<file path="config.mk">
export PLATFORM = sky130hd
export DESIGN_NAME = pipe_stage_buf
export DESIGN_NICKNAME = d
export VERILOG_FILES = /design/src/rtl/pipe_stage_buf_pkg.sv /design/src/rtl/pipe_stage_buf_slot.sv /design/src/rtl/pipe_stage_buf.sv
export SDC_FILE = /design/constraint.sdc
export NUM_CORES = 1
export LEC_CHECK = 0
export BUFFER_PORTS_ARGS = -buffer_cell sky130_fd_sc_hd__buf_2
export CORE_ASPECT_RATIO = 1.2
export CORE_MARGIN = 4
export CORE_UTILIZATION = 59
export DETAILED_ROUTE_END_ITERATION = 10
export GPL_ROUTABILITY_DRIVEN = 0
export PLACE_DENSITY = 0.86
export SYNTH_ARGS = -nofsm -noshare
export SYNTH_HDL_FRONTEND = slang
export SYNTH_SLANG_ARGS = --single-unit
</file>
<file path="constraint.sdc">
create_clock -name clk -period 3.55 [get_ports clk]
set_input_delay 0.1775 -clock clk [delete_from_list [all_inputs] [get_ports clk]]
set_output_delay 0.1775 -clock clk [all_outputs]
set_load 0.005 [all_outputs]
</file>
<file path="src/rtl/pipe_stage_buf_pkg.sv">
// Shared constants for the RV32IM inter-stage pipeline registers: control-word layout,
// bubble control value and the per-stage payload widths.
package pipe_stage_buf_pkg;

    localparam int PSB_DATA_W = 128;
    localparam int PSB_CTRL_W = 24;

    localparam logic [PSB_CTRL_W-1:0] PSB_NOP_CTRL = '0;

    localparam int ALU_OP_LSB       = 0;
    localparam int ALU_OP_W         = 5;
    localparam int BRANCH_JUMP_LSB  = 5;
    localparam int BRANCH_JUMP_W    = 3;
    localparam int READ_WRITE_LSB   = 8;
    localparam int READ_WRITE_W     = 4;
    localparam int WB_SEL_LSB       = 12;
    localparam int WB_SEL_W         = 2;
    localparam int REG_WRITE_EN_LSB = 14;
    localparam int DATAMEMSEL_LSB   = 15;
    localparam int DATAMEMSEL_W     = 3;

    // Top bits are spare so later stages can grow the control word without re-layout.
    typedef struct packed {
        logic [5:0] rsvd;
        logic [2:0] datamemsel;
        logic       reg_write_en;
        logic [1:0] wb_sel;
        logic [3:0] read_write;
        logic [2:0] branch_jump;
        logic [4:0] alu_op;
    } ctrl_t;

    localparam int IFID_DATA_W  = 64;
    localparam int IFID_CTRL_W  = 24;
    localparam int IDEX_DATA_W  = 128;
    localparam int IDEX_CTRL_W  = 24;
    localparam int EXMEM_DATA_W = 96;
    localparam int EXMEM_CTRL_W = 24;
    localparam int MEMWB_DATA_W = 64;
    localparam int MEMWB_CTRL_W = 24;

    function automatic logic ctrl_reg_write_en(input logic [PSB_CTRL_W-1:0] c);
        return c[REG_WRITE_EN_LSB];
    endfunction

endpackage

</file>
<file path="src/rtl/pipe_stage_buf_slot.sv">
// One pipeline entry: valid bit plus payload register with load, clear and async reset.
module pipe_stage_buf_slot
    import pipe_stage_buf_pkg::*;
#(
    parameter int W = PSB_DATA_W + PSB_CTRL_W
) (
    input  logic         clk,
    input  logic         i_rst_n,
    input  logic         i_load,
    input  logic         i_clear,
    input  logic [W-1:0] i_data,
    output logic         o_valid,
    output logic [W-1:0] o_data
);

    logic         r_valid;
    logic [W-1:0] r_data;

    // Clear only drops the valid bit; the payload keeps its last value.
    always_ff @(posedge clk or negedge i_rst_n) begin
        if (!i_rst_n) begin
            r_valid <= 1'b0;
            r_data  <= '0;
        end else begin
            if (i_clear) begin
                r_valid <= 1'b0;
            end else if (i_load) begin
                r_valid <= 1'b1;
            end
            if (i_load && !i_clear) begin
                r_data <= i_data;
            end
        end
    end

    assign o_valid = r_valid;
    assign o_data  = r_data;

endmodule

</file>
<file path="src/rtl/pipe_stage_buf.sv">
// Inter-stage pipeline register with valid/ready handshake, optional 2-entry skid buffer
// (registered in_ready) and flush that turns every held entry into a bubble.
module pipe_stage_buf
    import pipe_stage_buf_pkg::*;
#(
    parameter int                DATA_W   = PSB_DATA_W,
    parameter int                CTRL_W   = PSB_CTRL_W,
    parameter int                SKID     = 1,
    parameter logic [CTRL_W-1:0] NOP_CTRL = '0
) (
    input  logic              clk,
    input  logic              reset,
    input  logic              flush,
    input  logic              in_valid,
    output logic              in_ready,
    input  logic [DATA_W-1:0] in_data,
    input  logic [CTRL_W-1:0] in_ctrl,
    output logic              out_valid,
    input  logic              out_ready,
    output logic [DATA_W-1:0] out_data,
    output logic [CTRL_W-1:0] out_ctrl,
    output logic [1:0]        occupancy
);

    localparam int PW = DATA_W + CTRL_W;

    localparam logic [1:0] ST_EMPTY = 2'd0;
    localparam logic [1:0] ST_HEAD  = 2'd1;
    localparam logic [1:0] ST_FULL  = 2'd2;

    logic [1:0]    r_state;
    logic [1:0]    w_state_nxt;
    logic          r_in_ready;
    logic          r_live;
    logic          w_in_fire;
    logic          w_out_fire;
    logic          w_head_load;
    logic          w_head_clr;
    logic          w_skid_load;
    logic          w_skid_clr;
    logic          w_head_vld;
    logic          w_skid_vld;
    logic [PW-1:0] w_in_pl;
    logic [PW-1:0] w_head_d;
    logic [PW-1:0] w_head_q;
    logic [PW-1:0] w_skid_q;

    assign w_in_pl    = {in_ctrl, in_data};
    assign w_in_fire  = in_valid & in_ready;
    assign w_out_fire = w_head_vld & out_ready;

    // Flush overrides everything, including an input transfer in the same cycle.
    always_comb begin
        w_state_nxt = r_state;
        w_head_load = 1'b0;
        w_head_clr  = 1'b0;
        w_skid_load = 1'b0;
        w_skid_clr  = 1'b0;
        if (flush) begin
            w_head_clr  = 1'b1;
            w_skid_clr  = 1'b1;
            w_state_nxt = ST_EMPTY;
        end else begin
            case (r_state)
                ST_EMPTY: begin
                    if (w_in_fire) begin
                        w_head_load = 1'b1;
                        w_state_nxt = ST_HEAD;
                    end
                end
                ST_HEAD: begin
                    if (w_in_fire && w_out_fire) begin
                        w_head_load = 1'b1;
                    end else if (w_in_fire && (SKID != 0)) begin
                        w_skid_load = 1'b1;
                        w_state_nxt = ST_FULL;
                    end else if (w_out_fire) begin
                        w_head_clr  = 1'b1;
                        w_state_nxt = ST_EMPTY;
                    end
                end
                ST_FULL: begin
                    if (w_out_fire) begin
                        w_head_load = 1'b1;
                        w_skid_clr  = 1'b1;
                        w_state_nxt = ST_HEAD;
                    end
                end
                default: w_state_nxt = ST_EMPTY;
            endcase
        end
    end

    always_ff @(posedge clk or negedge reset) begin
        if (!reset) begin
            r_state    <= ST_EMPTY;
            r_in_ready <= 1'b0;
            r_live     <= 1'b0;
        end else begin
            r_state    <= w_state_nxt;
            r_in_ready <= (w_state_nxt != ST_FULL);
            r_live     <= 1'b1;
        end
    end

    // Skid entry only ever feeds the head, and only when it is occupied.
    assign w_head_d = w_skid_vld ? w_skid_q : w_in_pl;

    pipe_stage_buf_slot #(.W(PW)) u_head (
        .clk     (clk),
        .i_rst_n (reset),
        .i_load  (w_head_load),
        .i_clear (w_head_clr),
        .i_data  (w_head_d),
        .o_valid (w_head_vld),
        .o_data  (w_head_q)
    );

    generate
        if (SKID != 0) begin : g_skid
            pipe_stage_buf_slot #(.W(PW)) u_skid (
                .clk     (clk),
                .i_rst_n (reset),
                .i_load  (w_skid_load),
                .i_clear (w_skid_clr),
                .i_data  (w_in_pl),
                .o_valid (w_skid_vld),
                .o_data  (w_skid_q)
            );
        end else begin : g_noskid
            logic w_unused_skid;
            assign w_unused_skid = w_skid_load | w_skid_clr;
            assign w_skid_vld    = 1'b0;
            assign w_skid_q      = '0;
        end
    endgenerate

    assign in_ready  = (SKID != 0) ? r_in_ready : (r_live & (~w_head_vld | out_ready));
    assign out_valid = w_head_vld;
    assign out_data  = w_head_q[DATA_W-1:0];
    assign out_ctrl  = w_head_vld ? w_head_q[PW-1:DATA_W] : NOP_CTRL;
    assign occupancy = r_state;

endmodule
</file>
==> out/results.txt <==
The run finished with clean final reports. The global-route wire length before repair was 52,800 um. The final hold violation count was 0. The length of the first detailed-routing pass in iterations is 4, and the slew at the pin closest to its max-slew limit is 0.772 ns. The tools report the origin of the worst setup path as u_head.o_valid. Time the worst path needs with I/O delays and setup: 2.51 ns. The share of the clock period used by the worst path was 70.7%; the distinct cell type count of the synthesized netlist was 26. The data arrival at the endpoint of the critical path is 2.93 ns.

Prior to clock tree synthesis, the placed netlist has a worst setup slack of 1.04 ns. For this block, the via count after detailed routing is 8,944. The logs give 313 for the number of I/O pins and 60.1% for the initial cell density of the core.

The die area was 27,100 um^2. The tools report the maximum VDD drop as 0.574 mV. Setup repair after global routing left no endpoint under its margin. The final-report max-slew violation count is 0, and the fraction of final layout cells with drive strength greater than 1 is 55.5%. Summed over all cells, the static leakage comes to 0.00798 uW. For the post-synth net total, the log shows 1,151.

The mean post-synth cell area is 14.5 um^2. The run gives 74.1% as the core occupancy in the finished layout. The layout has 1,397 filler cells.

The power density of the placed cells is 690 nW/um^2, and the initial antenna violation count is 2. Data on the critical path is required at its endpoint by 3.97 ns. Sequential elements use 53.5% of the synthesized area. The maximum root-to-sink buffer count was 3. The root buffer cell chosen for the clock tree is sky130_fd_sc_hd__clkbuf_16. For the detailed-route DRC error count, the log shows 0. Count of mapped cells out of synthesis: 994. Walking the worst path, the cells encountered are a21boi_1 > a211oi_4 > buf_12 > mux2_1. Clock latency on the worst-skew pair, taken at its later pin, is 0.54 ns. In this run the tightest slew margin relative to its limit is 48.6%. Derived from the worst setup path, the maximum achievable clock frequency is 399 MHz. The count of buffers inserted at the top-level ports is 312, and the worst hold-check slack is 0.0453 ns. Final antenna-violating net count: 0. The tools report the via count of the first global-routing pass as 10,068. The number of nets in the finished design came out at 1,476. Final setup slack of the worst path: 1.04 ns. The TritonCTS sink count came out at 309.

Entering global routing, the biggest net connects 103 pins. Height of the die: 179 um. Compared with the post-synthesis result, the final layout area differs by 23.4%. The number of DRC violations after detailed-routing iteration 0 was 268; the depth of the CTS H-tree was 1.

In this run the critical register-to-register path is launched from u_head.o_valid. In this run, CTS created clock tree buffers numbering 30. The all-layer global routing usage is 24.0%, and the maximum net fanout on the critical path is 78.

Summing internal, switching and leakage power gives 12,300 uW. Setup slack on the worst reg-to-reg path comes out at 1.04 ns. The wire length per cell came out at 19.7 um. Clock-pin slew was measured on the worst setup and hold paths at 0.07 ns.

The path class of the tightest hold or removal check is input pin to flop. Summed over all failing endpoints, the final setup total negative slack is 0 ns. The tool flagged a number of max-cap violations equal to 0. For the worst flop-to-flop path, the logic depth is 4. The critical path is of the flop to flop type. STA classifies the critical path endpoint as a flop. The site row count came out at 62.

Cell with the largest stage delay on the worst path: sky130_fd_sc_hd__dfrtp_1. For this run, the number of Yosys warnings is 0. In this design, the stage delay of the slowest critical-path cell is 0.84 ns.

In this run the cell area of the synthesized design comes to 14,400 um^2. The tools report the sum of overflow across all layers after global routing as 0. The total area inside the core boundary comes to 24,000 um^2. In this run the most critical hold path is launched from in_valid. The capture instance of the worst register-to-register path is u_head.o_data[82]. The number of cells on the worst hold path came out at 3. The tools report the end point of the most critical hold path as u_head.o_valid. TritonCTS built the clock tree.

The library cell used most frequently in the layout, excluding fill and tap cells, is sky130_fd_sc_hd__mux2_2. The clock skew is 0.0126 ns. The via-per-instance ratio is 5.38, and the half-perimeter wire length after detailed placement is 18,600 um.

The die is 151 um wide. Counting flops and latches in the post-synthesis netlist gives 309. In the layout the commonest cells are sky130_fd_sc_hd__mux2_2 (376), sky130_fd_sc_hd__buf_2 (311), sky130_fd_sc_hd__dfrtp_1 (308). The routed design has 32,700 um of wire. Number of setup violations in the final report: 0. The tools report the type of origin of the critical path as a flop.
==> worst max path at each step <==
| stage | slack [ns] | end | depth (start not counted) |
|---|---|---|---|
| after floorplan | 1.70 | g_skid.u_skid.o_data[100] | 6 |
| after global placement | 1.09 | u_head.o_data[0] | 4 |
| after detailed placement | 1.04 | u_head.o_data[77] | 4 |
| after CTS | 1.02 | u_head.o_data[114] | 4 |
| after global routing | 0.86 | u_head.o_data[86] | 4 |
| final | 1.04 | u_head.o_data[82] | 4 |
==> state kept, by name, indices dropped and copies added (netlist names) <==
name / cells
g_skid.u_skid.o_data: 152
g_skid.u_skid.o_valid: 1
in_ready: 1
occupancy: 2
u_head.o_data: 152
u_head.o_valid: 1
==> worst max-delay path: cells and delay by family (launching register included) <==
family | cells | cell delay (ns)
compound gates | 2 | 0.66
buf+inv | 1 | 0.37
flops | 1 | 0.84
mux | 1 | 0.39
==> area by class of cell <==
type                    instances  area (um^2)  area share, %
clock inverters                 3         21.3          0.119
inverters                       2         7.51         0.0421
flip-flops and latches        309         7740           43.4
diodes                          2         5.00         0.0281
well taps                     320          400           2.25
repair buffers                475         3280           18.4
clock buffers                  50          937           5.26
multi-input cells             501         5440           30.5
==> power by group <==
group | total (uW) | leakage [uW] | switching [uW] | internal [uW]
clock | 3080 | 0.000467 | 1300 | 1780
sequential | 5930 | 0.00368 | 836 | 5100
combinational | 3280 | 0.00384 | 1290 | 2000
==> layer usage <==
metal  GRT usage [%]  vias up  wire (um)
met5               0        -          0
met4            10.1        0       1560
met3            4.69      109       1920
met2            42.6      295      17000
met1            28.1     4534      12200
li1                -     4006          -
==> kinds of logic (layout without fill, tap and decap cells) <==
kind of cell | after synthesis | after routing | share of synthesized area (%)
flip-flops | 309 | 309 | 53.5
AO/OA/AOI/OAI | 9 | 9 | 0.459
other | 0 | 2 | 0
multiplexers | 456 | 456 | 35.5
AND/OR/NAND/NOR | 35 | 35 | 1.50
XOR/XNOR | 1 | 1 | 0.0606
buffers and inverters | 184 | 530 | 8.92
==> timing repair <==
action	4_1_cts	5_1_grt
gates resized for setup	0	0
hold buffers	154	0
hold endpoints to repair	385	0
setup buffers	0	0
==> cell usage after synthesis <==
cell type	n	share of area, %
sky130_fd_sc_hd__o2bb2ai_1	1	0.061
sky130_fd_sc_hd__dfrtp_1	309	54
sky130_fd_sc_hd__mux2_2	376	29
sky130_fd_sc_hd__a21oi_1	2	0.069
sky130_fd_sc_hd__clkbuf_1	17	0.44
sky130_fd_sc_hd__buf_1	1	0.026
sky130_fd_sc_hd__o31ai_1	1	0.052
sky130_fd_sc_hd__xnor2_1	1	0.061
sky130_fd_sc_hd__nand2_1	2	0.052
sky130_fd_sc_hd__nand4b_1	1	0.061
sky130_fd_sc_hd__nor2_1	3	0.078
sky130_fd_sc_hd__or3b_2	1	0.061
sky130_fd_sc_hd__inv_1	2	0.052
sky130_fd_sc_hd__buf_6	8	0.62
sky130_fd_sc_hd__nand2b_1	1	0.043
sky130_fd_sc_hd__mux2_1	80	6.2
sky130_fd_sc_hd__o21ai_0	1	0.035
sky130_fd_sc_hd__buf_4	137	7.1
sky130_fd_sc_hd__a211oi_1	1	0.052
sky130_fd_sc_hd__a211oi_2	1	0.087
sky130_fd_sc_hd__a21o_1	1	0.052
sky130_fd_sc_hd__buf_2	19	0.66
sky130_fd_sc_hd__and2_1	24	1.0
sky130_fd_sc_hd__a21boi_1	1	0.052
sky130_fd_sc_hd__nor4b_1	1	0.061
sky130_fd_sc_hd__nand3b_1	2	0.10
==> through the flow <==
step	area, um^2	std cells
2_1_floorplan	14400	994
3_3_place_gp	15300	1453
3_5_place_dp	15300	1453
4_1_cts	17800	1660
5_1_grt	17800	1662
6_report	17800	1662
Note: power is estimated with default switching activity, not from simulation.
